### src/rtl/prng_sample_buffer.sv
// prng_sample_buffer: consumes an 8-bit PRNG byte stream. After reset or clr_alarm
// it discards WARMUP samples. It runs a repetition-count health test on every sample
// and queues healthy samples in a first-word-fall-through FIFO, which is read through
// a valid/ready port.
//
// Ports:
//   clk, rst_n            clock; synchronous active-low reset
//   in_valid, in_data     upstream sample strobe and byte (no backpressure)
//   out_valid, out_ready  FIFO non-empty / consumer accept
//   out_data              FIFO head, zero while empty
//   fifo_level            number of entries stored
//   dropped               one-cycle pulse when a healthy sample is lost to a full FIFO
//   alarm                 sticky health-test failure
//   clr_alarm             leave the alarm state and restart warm-up
module prng_sample_buffer #(
    parameter int unsigned DEPTH     = 4,
    parameter int unsigned WARMUP    = 16,
    parameter int unsigned REP_LIMIT = 4
) (
    input  logic                         clk,
    input  logic                         rst_n,
    input  logic                         in_valid,
    input  logic [7:0]                   in_data,
    output logic                         out_valid,
    input  logic                         out_ready,
    output logic [7:0]                   out_data,
    output logic [$clog2(DEPTH+1)-1:0]   fifo_level,
    output logic                         dropped,
    output logic                         alarm,
    input  logic                         clr_alarm
);

    localparam int unsigned PTR_W  = $clog2(DEPTH);
    localparam int unsigned LVL_W  = $clog2(DEPTH + 1);
    localparam int unsigned WARM_W = $clog2(WARMUP + 1);
    localparam int unsigned REP_W  = $clog2(REP_LIMIT + 1);

    typedef enum logic [1:0] {
        ST_WARMUP = 2'd0,
        ST_RUN    = 2'd1,
        ST_ALARM  = 2'd2
    } state_t;

    state_t              state_q, state_d;
    logic [WARM_W-1:0]   warm_q, warm_d;
    logic [REP_W-1:0]    rep_q, rep_d;
    logic [REP_W-1:0]    rep_calc;
    logic [7:0]          prev_q, prev_d;
    logic                prev_vld_q, prev_vld_d;
    logic [PTR_W-1:0]    rd_q, rd_d;
    logic [PTR_W-1:0]    wr_q, wr_d;
    logic [LVL_W-1:0]    level_d;
    logic                out_valid_d;
    logic [7:0]          out_data_d;
    logic [7:0]          head_d;
    logic                dropped_d;
    logic                alarm_d;
    logic                push_req;
    logic                push_en;
    logic                pop;
    logic                trip;
    logic                fifo_full;

    logic [7:0]          mem [DEPTH];

    // Next-state, health test and FIFO control
    always_comb begin
        state_d     = state_q;
        warm_d      = warm_q;
        rep_d       = rep_q;
        prev_d      = prev_q;
        prev_vld_d  = prev_vld_q;
        rd_d        = rd_q;
        wr_d        = wr_q;
        level_d     = fifo_level;
        push_req    = 1'b0;
        push_en     = 1'b0;
        pop         = 1'b0;
        trip        = 1'b0;
        dropped_d   = 1'b0;
        fifo_full   = (fifo_level == LVL_W'(DEPTH));

        // Repeat run length including the current sample, saturating at the limit
        if (prev_vld_q && (in_data == prev_q)) begin
            rep_calc = (rep_q == REP_W'(REP_LIMIT)) ? rep_q : rep_q + REP_W'(1);
        end else begin
            rep_calc = REP_W'(1);
        end

        case (state_q)
            ST_WARMUP: begin
                if (in_valid) begin
                    rep_d      = rep_calc;
                    prev_d     = in_data;
                    prev_vld_d = 1'b1;
                    if (rep_calc == REP_W'(REP_LIMIT)) begin
                        trip = 1'b1;
                    end else begin
                        warm_d = warm_q + WARM_W'(1);
                        if (warm_q == WARM_W'(WARMUP - 1)) begin
                            state_d = ST_RUN;
                        end
                    end
                end
            end
            ST_RUN: begin
                if (in_valid) begin
                    rep_d      = rep_calc;
                    prev_d     = in_data;
                    prev_vld_d = 1'b1;
                    if (rep_calc == REP_W'(REP_LIMIT)) begin
                        trip = 1'b1;
                    end else begin
                        push_req = 1'b1;
                    end
                end
            end
            ST_ALARM: begin
                if (clr_alarm) begin
                    state_d    = ST_WARMUP;
                    warm_d     = '0;
                    rep_d      = '0;
                    prev_vld_d = 1'b0;
                end
            end
            default: begin
                state_d = ST_WARMUP;
            end
        endcase

        if (trip) begin
            // Flush overrides any pop or push in the tripping cycle
            state_d = ST_ALARM;
            rd_d    = '0;
            wr_d    = '0;
            level_d = '0;
        end else begin
            pop       = out_valid && out_ready;
            push_en   = push_req && (!fifo_full || pop);
            dropped_d = push_req && !push_en;
            if (pop) begin
                rd_d = rd_q + PTR_W'(1);
            end
            if (push_en) begin
                wr_d = wr_q + PTR_W'(1);
            end
            case ({push_en, pop})
                2'b10:   level_d = fifo_level + LVL_W'(1);
                2'b01:   level_d = fifo_level - LVL_W'(1);
                default: level_d = fifo_level;
            endcase
        end

        // Registered FWFT head: a push landing at the new read pointer is the new head
        if (push_en && (wr_q == rd_d)) begin
            head_d = in_data;
        end else begin
            head_d = mem[rd_d];
        end
        out_valid_d = (level_d != '0);
        out_data_d  = out_valid_d ? head_d : 8'h00;
        alarm_d     = (state_d == ST_ALARM);
    end

    // State and output registers
    always_ff @(posedge clk) begin
        if (!rst_n) begin
            state_q    <= ST_WARMUP;
            warm_q     <= '0;
            rep_q      <= '0;
            prev_q     <= 8'h00;
            prev_vld_q <= 1'b0;
            rd_q       <= '0;
            wr_q       <= '0;
            fifo_level <= '0;
            out_valid  <= 1'b0;
            out_data   <= 8'h00;
            dropped    <= 1'b0;
            alarm      <= 1'b0;
        end else begin
            state_q    <= state_d;
            warm_q     <= warm_d;
            rep_q      <= rep_d;
            prev_q     <= prev_d;
            prev_vld_q <= prev_vld_d;
            rd_q       <= rd_d;
            wr_q       <= wr_d;
            fifo_level <= level_d;
            out_valid  <= out_valid_d;
            out_data   <= out_data_d;
            dropped    <= dropped_d;
            alarm      <= alarm_d;
        end
    end

    // Sample storage; contents are only read while the matching entry is live
    always_ff @(posedge clk) begin
        if (rst_n && push_en) begin
            mem[wr_q] <= in_data;
        end
    end

endmodule

### config.mk
export PLATFORM = sky130hd
export DESIGN_NAME = prng_sample_buffer
export DESIGN_NICKNAME = d
export VERILOG_FILES = /design/src/rtl/prng_sample_buffer.sv
export SDC_FILE = /design/constraint.sdc
export NUM_CORES = 1
export LEC_CHECK = 0
export CAP_MARGIN = 20
export CORE_MARGIN = 2
export CORE_UTILIZATION = 25
export DETAILED_ROUTE_END_ITERATION = 12
export GPL_TIMING_DRIVEN = 0
export SKIP_LAST_GASP = 1
export SLEW_MARGIN = 20
export SYNTH_ARGS = -nofsm -noshare
export SYNTH_HDL_FRONTEND = slang
export SYNTH_SLANG_ARGS = --single-unit
### constraint.sdc
create_clock -name clk -period 10.8 [get_ports clk]
set_input_delay 2.7 -clock clk [delete_from_list [all_inputs] [get_ports clk]]
set_output_delay 2.7 -clock clk [all_outputs]
set_load 0.005 [all_outputs]
==> impl_results.md <==
* Max layer used: met4
* Total inserted antenna cells at 0
* Site row count at just over 40
* Top cell family by delay on the critical path: compound AO/OA/AOI/OAI gates
* Detailed-placement wirelength estimate at about 5200 um
* Number of H-tree levels at 3
* Total buffers and inverters traversed by the critical path at 3
* Number of buffers created by CTS at 9
* HP Class: flop to flop
* Pin slew with the least headroom to its limit at 0.696 ns
* CTS root buf: clkbuf_16
* Area of the die at approximately 14000 sq um
* Most common library cell in the layout ignoring fill and taps: nand2_1
* Width of the die at approximately 120 um
* Most frequent cells in the layout: 47 x nand2_1, 37 x dfxtp_1, 32 x edfxtp_1
* Filler cells at 1268
* Crit path required time at about 11 ns
* Min-Delay Path Depth at 2
* Number of buffers inserted by hold repair at cts at 0
* Cell count of the worst reg-to-reg path at 13
* First-pass GRT wire length at roughly 12000 um
* Cells traversed along the worst timing path: clkdlybuf4s50_1, xnor2_1, nand3_1, o41a_4, a21oi_4, inv_1, fa_1, nor3_1, a211oi_1, a211o_1, buf_2, a22oi_2
* Via density at approximately 4.5
* Worst Setup End Kind: flop
* Worst min-delay path endpoint: warm_q[4]$_SDFFE_PN0P_
* Clock insertion delay at the later pin of the skew report at approximately 0.34 ns
* Via count of the first global-routing pass at 2345
* Number of DRC violations after detailed-routing iteration 0 at ~120
* Post-Route Skew at approximately 0.011 ns
* Sum of negative setup slack at 0 ns
* Number of distinct standard cells referenced by the synthesized netlist at between 40 and 50
* Post-Syn Area at ~3200 sq um
* Pre-antenna DRT Iters at 4
* Syn-to-layout area delta at 24.5%
* Total Routed Length at around 7400 um
* Buffer levels on the longest clock path at 2
* Total global routing overflow at 0
* Simple-gate portion of the synthesized area at 0.178
* Post-CTS setup-driven buffer insertion count at 0
* CP peak stage delay at 0.68 ns
* Initial antenna violation count at 0
* Crit start category: primary input
* Power density over the cells at roughly 190 nW/um^2
* Number of enable-type register cells in the synthesized netlist at 32
* RR Endpoint: out_data[3]$_SDFF_PN0_
* DRC violations left at 0
* Port Buf Inserts at 26
* Total of flip-flops plus latches after synthesis at between 60 and 70
* Max-slew violation count at 0
* Number of I/O pins at 27
* Met2 wire len at around 3500 um
* Syn Nets at ~330
* Share of post-route cells with drive strength above 1 at 0.0850
* Xor/xnor cell area share of the yosys netlist at 0.0443
* Crit Path Category: primary input to flop
* Core Util, Final at 0.316
* Final hold viol count at 0
* Wire length the detailed router placed on met1 at approximately 3500 um
* Static leakage at 1.33 nW
* Sequential area share after synthesis at 0.538
* Count of max-cap constraint violations at 0
* Routed vias at between 2000 and 2500
* Dominant register cell in the synthesized netlist: dfxtp_1
* Worst Path Arrival at a little over 6 ns
* Unrepaired setup endpoints after global routing: no
* Tcrit/Tclk final at 0.537
* Largest voltage drop on the vdd net at approximately 0.067 mV
* Relative max-transition margin at 0.533
* Maximum fanout encountered on the critical timing path at 10
* Worst reg2reg setup slack at 6.96 ns
* Starting Density at 0.254
* Compound-Gate Fraction of Synth Area at 0.172
* Yosys warning total at 0
* Largest family of logic cells by synthesized area: simple AND/OR/NAND/NOR gates
* Cells after synthesis at 311
* Maximum achievable frequency at 0.172 GHz
* Share of synthesized area spent on multiplexers at 0
* Number of endpoints failing setup at the final stage at 0
* WL per Instance at around 14 um
* Largest net degree at the start of global routing at 14
* Height of the die at 116 um
* DR WL met3 at ~260 um
* Clock sink total at between 60 and 70
* Synthesized area divided by synthesized cell count at 10.2 sq um
* Synthesized-area fraction occupied by adder cells at 0.0380
* Global routing usage summed across all routing layers at 0.116
* CTS clk-pin slew, worst paths at ~0.060 ns
* CTS tree: done
* Global placer's final weighted congestion at 0.800
* Worst hold path startpoint: warm_q[4]$_SDFFE_PN0P_
* Resized cells post-CTS at 0
* Post-layout min period at 5.80 ns
* Async set-or-reset flop fraction in the synthesized netlist at 0
* Result of the run: finished, final reports clean
* Slowest library cell on the worst path: clkdlybuf4s50_1
* Crit Reg-Reg Startpoint: rep_q[0]$_SDFFE_PN0P_
* Area of the placeable core at around 12000 sq um
* Count of antenna-violating nets left after detailed routing at 0
* Final net count at 370
-- per-stage QoR --
stage	setup slack, ns	hold slack (ns)	instances	power [mW]	instance area [sq um]
after floorplan	5.66	0.423	311	0.407	3160
after global placement	4.68	0.441	509	0.470	3640
after detailed placement	4.64	0.456	509	0.473	3640
after CTS	4.98	0.464	525	0.770	3940
after global routing	4.73	0.485	525	0.801	3940
final	5.00	0.461	525	0.763	3940
-- synth_stat cells (all sizes together), types with 6 or more instances --
library cell,instances,share of area
a21oi,19,0.034
a22oi,8,0.032
a32oi,9,0.025
and2,9,0.018
and3,6,0.012
clkbuf,7,0.0083
dfxtp,37,0.23
edfxtp,32,0.30
ha,8,0.032
inv,12,0.014
nand2,47,0.056
nand3,17,0.027
nor2,16,0.019
o21ai,28,0.044
xnor2,13,0.036
-- tightest hold or removal path: stages (launching register included) --
cell	delay (ns)
dfxtp_1	0.31
nand2_1	0.05
a21oi_1	0.05
-- layout make-up --
class	count	area (sq um)	share of cell area
flip-flops and latches	69	1700	0.432
multi-input cells	219	1370	0.348
repair buffers	26	260	0.0661
clock buffers	9	225	0.0572
well taps	172	215	0.0547
clock inverters	7	73.8	0.0188
plain buffers	11	46.3	0.0118
inverters	12	45.0	0.0114
-- sequential cells by signal, summed over array words and instances (netlist names), 2 cells and up --
| register | cells |
|---|---|
| state_q | 2 |
| rep_q | 3 |
| fifo_level | 3 |
| warm_q | 5 |
| prev_q | 8 |
| mem | 32 |
| wr_q | 2 |
| out_data | 8 |
| rd_q | 2 |
-- how the worst max path moves through the flow --
| stage | start | to | slack (ns) | depth (start not counted) |
|---|---|---|---|---|
| global placement | in_data[1] | out_data[2]$_SDFF_PN0_ | 4.68 | 12 |
| floorplan | in_data[2] | out_data[0]$_SDFF_PN0_ | 5.66 | 11 |
| finish | in_data[1] | out_data[3]$_SDFF_PN0_ | 5.00 | 12 |
| detailed placement | in_data[1] | out_data[3]$_SDFF_PN0_ | 4.64 | 12 |
| global route | in_data[1] | out_data[3]$_SDFF_PN0_ | 4.73 | 12 |
| CTS | in_data[1] | out_data[3]$_SDFF_PN0_ | 4.98 | 12 |
-- power breakdown --
part	switching [mW]	total (mW)	leakage (nW)	internal [mW]
logic	0.0901	0.165	0.597	0.0747
registers	0.0102	0.303	0.590	0.293
clock network	0.116	0.295	0.146	0.179
total	0.216	0.763	1.33	0.547
-- logic make-up after synthesis --
logic type                 after synthesis
buffers and inverters                   23
and+or+nand+nor                        117
adders and majority gates                9
xor gates and xnor gates                16
DFF                                     69
AOI/OAI and AO/OA                       77
-- routing by layer --
metal	up-vias	GRT usage
met5	-	0
met1	1134	0.152
met3	7	0.0301
met4	0	0.0460
met2	43	0.186
li1	1199	-
No activity file was read; power rests on OpenSTA's default activity.
